<file path="config.mk">
export PLATFORM = sky130hd
export DESIGN_NAME = raymarch_frame_scheduler
export DESIGN_NICKNAME = d
export VERILOG_FILES = /design/src/rtl/raymarch_frame_scheduler.sv
export SDC_FILE = /design/constraint.sdc
export NUM_CORES = 1
export LEC_CHECK = 0
export CORE_MARGIN = 8
export CORE_UTILIZATION = 48
export DETAILED_ROUTE_END_ITERATION = 10
export PLACE_DENSITY = 0.88
export SYNTH_ARGS = -nofsm -noshare
export SYNTH_HDL_FRONTEND = slang
export SYNTH_SLANG_ARGS = --single-unit
</file>
<file path="constraint.sdc">
create_clock -name clk -period 2.17 [get_ports clk]
set_input_delay 0.434 -clock clk [delete_from_list [all_inputs] [get_ports clk]]
set_output_delay 0.434 -clock clk [all_outputs]
set_load 0.005 [all_outputs]
</file>
<file path="src/rtl/raymarch_frame_scheduler.sv">
// raymarch_frame_scheduler: issues one raster frame of pixels to a raymarch core, bounding work in
// flight and latching camera registers at frame start. Optional macro RM_SCHED_PERF_EN adds frame_cycles.
`default_nettype none

module raymarch_frame_scheduler #(
  parameter int H_RES   = 640,
  parameter int V_RES   = 480,
  parameter int CORDW   = 10,
  parameter int MAX_OUT = 4
) (
  input  logic             clk,
  input  logic             rst_n,
  input  logic             cfg_we,
  input  logic [3:0]       cfg_addr,
  input  logic [26:0]      cfg_wdata,
  input  logic             frame_go,
  input  logic             pix_ready,
  input  logic             res_valid,
  output logic             pix_valid,
  output logic [CORDW-1:0] pix_x,
  output logic [CORDW-1:0] pix_y,
  output logic [323:0]     cam_active,
  output logic             busy,
  output logic             frame_done,
  output logic             err_underflow,
  output logic [31:0]      frame_cycles
);

  localparam int OUTW = $clog2(MAX_OUT + 1);

  localparam logic [2:0] S_IDLE  = 3'd0;
  localparam logic [2:0] S_LATCH = 3'd1;
  localparam logic [2:0] S_ISSUE = 3'd2;
  localparam logic [2:0] S_DRAIN = 3'd3;
  localparam logic [2:0] S_DONE  = 3'd4;

  localparam logic [CORDW-1:0] X_LAST   = CORDW'(H_RES - 1);
  localparam logic [CORDW-1:0] Y_LAST   = CORDW'(V_RES - 1);
  localparam logic [CORDW-1:0] CORD_ONE = CORDW'(1);
  localparam logic [OUTW-1:0]  OUT_MAX  = OUTW'(MAX_OUT);
  localparam logic [OUTW-1:0]  OUT_ONE  = OUTW'(1);

  logic [2:0]        state_q, state_d;
  logic [CORDW-1:0]  x_q, x_d;
  logic [CORDW-1:0]  y_q, y_d;
  logic [OUTW-1:0]   out_q, out_d;
  logic              err_q, err_d;
  logic [11:0][26:0] shadow_q;
  logic [11:0][26:0] cam_q;
  logic              xfer;

  assign pix_valid     = (state_q == S_ISSUE) && (out_q < OUT_MAX);
  assign xfer          = pix_valid && pix_ready;
  assign pix_x         = x_q;
  assign pix_y         = y_q;
  assign busy          = (state_q != S_IDLE);
  assign frame_done    = (state_q == S_DONE);
  assign err_underflow = err_q;
  assign cam_active    = cam_q;

  // A completion with nothing outstanding is flagged rather than wrapping the counter.
  always_comb begin
    out_d = out_q;
    err_d = err_q;
    if (xfer && !res_valid) begin
      out_d = out_q + OUT_ONE;
    end else if (res_valid && !xfer) begin
      if (out_q == '0) begin
        err_d = 1'b1;
      end else begin
        out_d = out_q - OUT_ONE;
      end
    end
  end

  always_comb begin
    state_d = state_q;
    x_d     = x_q;
    y_d     = y_q;
    case (state_q)
      S_IDLE: begin
        if (frame_go) state_d = S_LATCH;
      end
      S_LATCH: begin
        x_d     = '0;
        y_d     = '0;
        state_d = S_ISSUE;
      end
      S_ISSUE: begin
        if (xfer) begin
          if (x_q == X_LAST) begin
            if (y_q == Y_LAST) begin
              state_d = S_DRAIN;
            end else begin
              x_d = '0;
              y_d = y_q + CORD_ONE;
            end
          end else begin
            x_d = x_q + CORD_ONE;
          end
        end
      end
      S_DRAIN: begin
        if (out_q == '0) state_d = S_DONE;
      end
      S_DONE: begin
        state_d = S_IDLE;
      end
      default: begin
        state_d = S_IDLE;
      end
    endcase
  end

  always_ff @(posedge clk or negedge rst_n) begin
    if (!rst_n) begin
      state_q <= S_IDLE;
      x_q     <= '0;
      y_q     <= '0;
      out_q   <= '0;
      err_q   <= 1'b0;
    end else begin
      state_q <= state_d;
      x_q     <= x_d;
      y_q     <= y_d;
      out_q   <= out_d;
      err_q   <= err_d;
    end
  end

  // Shadow writes are accepted in every state; a write in LATCH lands here only, after the copy.
  always_ff @(posedge clk or negedge rst_n) begin
    if (!rst_n) begin
      shadow_q <= '0;
    end else if (cfg_we && (cfg_addr < 4'd12)) begin
      shadow_q[cfg_addr] <= cfg_wdata;
    end
  end

  always_ff @(posedge clk or negedge rst_n) begin
    if (!rst_n) begin
      cam_q <= '0;
    end else if (state_q == S_LATCH) begin
      cam_q <= shadow_q;
    end
  end

`ifdef RM_SCHED_PERF_EN
  logic [31:0] cnt_q, cnt_d, cnt_inc;
  logic [31:0] fc_q, fc_d;

  // The DONE cycle itself is counted, so the captured value is the incremented one.
  always_comb begin
    cnt_inc = (cnt_q == 32'hFFFF_FFFF) ? cnt_q : (cnt_q + 32'd1);
    cnt_d   = cnt_q;
    fc_d    = fc_q;
    case (state_q)
      S_LATCH: cnt_d = '0;
      S_ISSUE, S_DRAIN: cnt_d = cnt_inc;
      S_DONE: begin
        cnt_d = cnt_inc;
        fc_d  = cnt_inc;
      end
      default: cnt_d = cnt_q;
    endcase
  end

  always_ff @(posedge clk or negedge rst_n) begin
    if (!rst_n) begin
      cnt_q <= '0;
      fc_q  <= '0;
    end else begin
      cnt_q <= cnt_d;
      fc_q  <= fc_d;
    end
  end

  assign frame_cycles = fc_q;
`else
  assign frame_cycles = '0;
`endif

endmodule

`default_nettype wire

</file>
## Yosys cells after proc, flatten, opt, wreduce, memory -nomap -nowiden

Cells that the tools add are included.
Widths: inputs -> output; s select.

| storage, ports and cells | value |
|---|---|
| register bits after elaboration | 675 |
| input bits | 37 |
| output and inout port bits | 380 |
| logic and storage cells | 90 |

| cells by class | value |
|---|---|
| add/sub/neg operators | 4 |
| $lt $le $gt $ge | 4 |
| equal/unequal tests | 14 |
| mux-type cells | 20 |
| bitwise operators | 1 |
| reductions and logical operators | 18 |

Operators by type and width:

| kind | number |
|---|---|
| $bwmux 324 | 1 |
| $demux 27 s4 | 1 |
| $mux 10 | 6 |
| $pmux 10 s2 | 2 |
| $mux 27 | 1 |
| $mux 3 | 8 |
| $add 10x1->10 const B | 2 |
| $pmux 3 s4 | 1 |
| $eq 10x10->1 const B | 1 |
| $eq 10x9->1 const B | 1 |
| $ne 2x2->1 const B | 5 |
| $eq 3x2->1 const B | 2 |
| $logic_and 1x1->1 | 6 |
| $logic_not 3->1 | 2 |
| $reduce_and 3->1 | 2 |
| $lt 4x5->1 const B | 1 |
| $reduce_and 5->1 | 1 |
| $ge 4x1->1 const B | 1 |
| $lt 4x4->1 const B | 1 |
| $ne 2x1->1 const B | 2 |
| $reduce_and 4->1 | 1 |
| $reduce_bool 2->1 | 2 |
| $add 3x1->3 const B | 1 |
| $eq 3x1->1 const B | 1 |
| other kinds (8) | 9 |

## Logic depth before layout (Yosys ltp)

Gate-level depths: netlist (run 1).

| depth | value |
|---|---|
| depth in word-level cells | 7 |
| mapped depth | 9 |
| depth with buffers taken out | 9 |

## Least setup slack after synthesis (run 1)

Ideal clock, no wire load.

| timing path | value |
|---|---|
| path type | register to register |
| start point | reg state_q[0] |
| end point | reg out_q[2] |
| library setup time | 95 ps |
| arrival time | 2164 ps |
| data required time | 2075 ps |
| slack | -89 ps |
| stages on the path, launching flop included | 10 |
| buffers on the path | 0 |
| period minus slack after synthesis | 2259 ps |
| cells stage by stage | dfrtp_1 nor4b_2 nand2_1 inv_2 ha_1 inv_1 fa_1 nor3_1 a21oi_1 o31ai_1 |

| on the way | value |
|---|---|
| word-level cells in the longest chain between the ends | 7 |
| elaborated cells between the ends (all ways) | 10 |
| classes of those cells | eq/ne (2); mux (1); reduce/logical (7) |

Ends and longest elaborated chain:

| item | line | text |
|---|---|---|
| start, declared | 43 | `logic [2:0] state_q, state_d;` |
| start signal, assigned | 123 | `state_q <= state_d;` |
| $eq 3x2->1 (*) | 52 | `assign pix_valid = (state_q == S_ISSUE) && (out_q < OUT_MAX);` |
| $logic_and 1x1->1 (*) | 52 |  |
| net pix_valid | 19 | `output logic pix_valid,` |
| $logic_and 1x1->1 (*) | 53 | `assign xfer = pix_valid && pix_ready;` |
| $logic_not 1->1 | 67 | `end else if (res_valid && !xfer) begin` |
| $logic_and 1x1->1 | 67 |  |
| $reduce_bool 2->1 (no line) | - |  |
| $reduce_and 2->1 (no line) | - |  |
| end signal, assigned | 126 | `out_q <= out_d;` |
| end, declared | 46 | `logic [OUTW-1:0] out_q, out_d;` |

The timed path passes the listed nets; every way through them passes the cells marked *.
A chain may end at the register's enable or synchronous reset.

## Worst setup path after layout (run 1)

| timing path | value |
|---|---|
| start point | reg state_q[2] |
| end point | reg out_q[2] |

| on the way | value |
|---|---|
| word-level cells in the longest chain between the ends | 7 |
| elaborated cells between the ends (all ways) | 10 |
| classes of those cells | eq/ne (2); mux (1); reduce/logical (7) |

Ends and longest elaborated chain:

| item | line |
|---|---|
| $eq 3x2->1 (*) | 52 |
| $logic_and 1x1->1 (*) | 52 |
| $logic_and 1x1->1 (*) | 53 |
| $logic_not 1->1 | 67 |
| $logic_and 1x1->1 | 67 |
| $reduce_bool 2->1 (no line) | - |
| $reduce_and 2->1 (no line) | - |

Every way passes the cells marked *; elsewhere a longest branch is shown, timed or not.

==> results of run 1 <==
==> kinds of logic after synthesis <==
| logic type | after synthesis | share of synthesized area |
|---|---|---|
| flops | 675 | 0.651 |
| other cells | 1 | 0.000144 |
| xor+xnor | 2 | 0.000675 |
| simple gates | 1071 | 0.161 |
| fa+ha+maj | 5 | 0.00270 |
| mux | 325 | 0.141 |
| compound gates | 48 | 0.0121 |
| buf+inv | 167 | 0.0313 |
==> critical path, delay by kind of cell (launching register included) <==
kind / cells / cell delay [ns]
compound gates: 2 / 0.26
flops: 1 / 0.39
simple gates: 3 / 0.49
fa+ha+maj: 2 / 0.48
buf+inv: 4 / 0.41
==> what timing repair did <==
| action | CTS | global route |
|---|---|---|
| gates resized for setup | 12 | 11 |
| pin swaps | 1 | 1 |
| gates cloned | 0 | 0 |
| hold buffers | 1 | 0 |
| buffers inserted | 4 | 1 |
| endpoints found under the hold margin | 114 | 0 |
| setup endpoints to repair | 3 | 10 |
==> layer usage <==
metal	track usage	share of wire	vias up
met2	0.406	0.50	817
met3	0.0577	0.070	193
met5	0	0	-
li1	-	-	8192
met1	0.292	0.39	9653
met4	0.118	0.040	0
==> area by class of cell <==
class / count / area (sq um) / area share
multi-input combinational: 1483 / 8470 / 0.250
sequential: 675 / 16900 / 0.499
timing repair buffer: 502 / 5130 / 0.152
antenna: 4 / 10.0 / 0.000296
clock inverter: 26 / 390 / 0.0115
clock buffer: 98 / 2060 / 0.0609
inverter: 4 / 17.5 / 0.000518
tap: 696 / 871 / 0.0257
==> registers in the layout (all words and copies together), names as in the netlist <==
name           flops
cam_active       324
shadow_q         324
pix_x             10
pix_y             10
out_q              3
state_q            3
err_underflow      1
==> cells in the final DEF (no fill, tap or decap), types with 4 or more instances in the layout <==
cell and instances:
nand2_1 986, dfrtp_1 674, clkdlybuf4s50_1 380, mux2_2 324
buf_4 84, clkbuf_16 73, conb_1 32, buf_12 31
o21ai_0 18, nand3_1 16, nor2_1 15, clkbuf_8 14
clkbuf_1 11, nor3_1 9, bufinv_16 9, nor2_4 7
a21oi_1 6, clkinv_2 6, nand4_1 5, clkinvlp_4 5
diode_2 4, and3_1 4, o31ai_1 4, clkinv_4 4
==> stage by stage <==
| stage | instance area, sq um | cells | util |
|---|---|---|---|
| floorplan | 26100 | 2325 | - |
| global placement | 31300 | 3355 | 0.584 |
| detailed placement | 31300 | 3355 | 0.584 |
| CTS | 33800 | 3483 | 0.630 |
| global route | 33800 | 3488 | 0.631 |
| finish | 33800 | 3488 | 0.631 |
==> power groups by stage <==
stage          registers [mW]  clock network, mW  logic (mW)
5_1_grt                  20.4               13.4        14.6
3_3_place_gp             19.8                  0        12.6
2_1_floorplan            19.3                  0        4.88
4_1_cts                  20.0               12.9        13.5
6_report                 20.1               12.7        13.4
3_5_place_dp             20.0                  0        13.2
==> path summary, 6_finish.rpt <==
kind                                           from                     endpoint  slack, ns
max                          state_q[2]$_DFFE_PN0P_         out_q[2]$_DFFE_PN0P_       0.03
min                                           rst_n    shadow_q[174]$_DFFE_PN0P_       0.32
max reg2reg                  state_q[2]$_DFFE_PN0P_         out_q[2]$_DFFE_PN0P_       0.03
min reg2reg                shadow_q[29]$_DFFE_PN0P_   cam_active[29]$_DFFE_PN0N_       0.46
max in group asynchronous                     rst_n  cam_active[295]$_DFFE_PN0N_       0.92
min in group clk           shadow_q[29]$_DFFE_PN0P_   cam_active[29]$_DFFE_PN0N_       0.46
==> impl_metrics.csv, run 1 <==
group,metric,value,unit
place,place.gp.congestion,0.842,
global_route,grt_max_degree,94,
yosys,yosysUniqueCellTypes,46,
timing,period_share,0.984,
yosys,synth.top_cell.area_share,0.651,
floorplanning,core_area,0.0536,sq mm
setup_path,cp_slowest_cell,"dfrtp_1",
setup_path,cpMostUsedCell,"buf_4",
timing,fin_setup_tns,0,ns
pwr,switchingPower,13.8,mW
routing,final_antenna_net_count,0,
timing,rsz0062_at_grt,"true",
yosys,syn_avg_cell_area,11.3,sq um
pwr,p_total,46.1,mW
final_layout,drive_gt1_frac,0.209,
timing,min_period,2.14,ns
yosys,ys.warnings.count,0,
job,cap_violations,0,
final_layout,nets,2778,
setup_path,max_stage_delay,0.39,ns
setup_path,crit_chain,"buf_4 -> nor4b_4 -> buf_4 -> nand2_4 -> inv_4 -> ha_4 -> inv_2 -> fa_2 -> nor3_2 -> a21oi_1 -> o31ai_1",
place,hpwl,50.9,mm
pwr,pwr-share-seq,0.435,
floorplanning,die_area,0.0618,sq mm
routing,drtPass1Iterations,5,
place,port_buffers,384,
global_route,grt_use_total,0.242,
hold_path,hold_path.class,"in2async",
floorplanning,io_pins,417,
routing,wire_per_inst,21.7,microns
global_route,grt_overflow,0,
run_status,status,"finished, final reports clean",
clock_network,cts-root-buf,"clkbuf_16",
routing,wl,75.9,mm
timing,hold-worst-slack,0.316,ns
timing,slew_headroom,0.579,
yosys,syn_area,0.0260,sq mm
timing,setup_viol,0,
yosys,synth_commonest_cells,"nand2_1, dfrtp_1, mux2_2, clkbuf_1, buf_2",
timing,fin_ws,0.0344,ns
clock_network,cts_tree,"done",
yosys,yosysMostFrequentCell,"nand2_1",
global_route,grt_pass1_vias,20168,
clock_network,htree_levels,3,
yosys,yosys_most_used_dff,"dfrtp_1",
floorplanning,die_y,249,microns
timing,clock.fmax,0.468,GHz
clock_network,cts.clk_slew.worst_paths,0.06,ns
clock_network,cts_sinks,675,
setup_path,arrival,2.62,ns
routing,vias,18855,
yosys,synthArstFlopShare,1.00,
pwr,pwr-share-comb,0.290,
yosys,synthCells,2294,
setup_path,critPathLaunchType,"flip-flop",
final_layout,fillerInstances,3771,
final_layout,syn_to_final_growth,30.4,%
pwr,power_leakage,16.4,nW
yosys,ys_ff_latch,675,
setup_path,criticalPathCategory,"reg2reg",
pwr,ir_drop,0.000892,V
global_route,grt_pass1_wl,118,mm
floorplanning,die_w,249,microns
clock_network,cts_buffers,70,
timing,finalHoldViolCount,0,
setup_path,required,2.65,ns
timing,drv_slew,0,
pwr,power_density,1360,mW/mm^2
timing,skew,0.0157,ns
clock_network,cts.path.max_buffers,3,
yosys,synth_edf_count,0,
global_route,antenna_found_initial,9,
yosys,seq_area_frac_synth,0.651,
floorplanning,initial_core_util,0.484,
yosys,synthTopCellsByArea,"dfrtp_1, nand2_1, mux2_2, buf_2, buf_4",
timing,worst_slew_pin_slew,0.630,ns
routing,viasPerCell,5.41,
setup_path,crit_fanout,3,
clock_network,clk_latency,0.59,ns
yosys,yosys.area.top_type,"dfrtp_1",
pwr,swShare,0.300,
routing,drt-initial-drc-count,1437,
pwr,intPower,32.3,mW
place,dp_slack,-0.0895,ns
pwr,p_clk_frac,0.275,
routing,drc_errors,0,
floorplanning,row_count,85,
setup_path,r2r_cells,11,
setup_path,end_kind,"flip-flop",
Note: power is estimated with default switching activity, not from simulation.
==> run 2, diff against run 1 <==
Settings changed: CTS_CLUSTER_DIAMETER from default to 200.
==> results of run 2 <==
Final layout, timing and power as in run 1 (identical DEF).
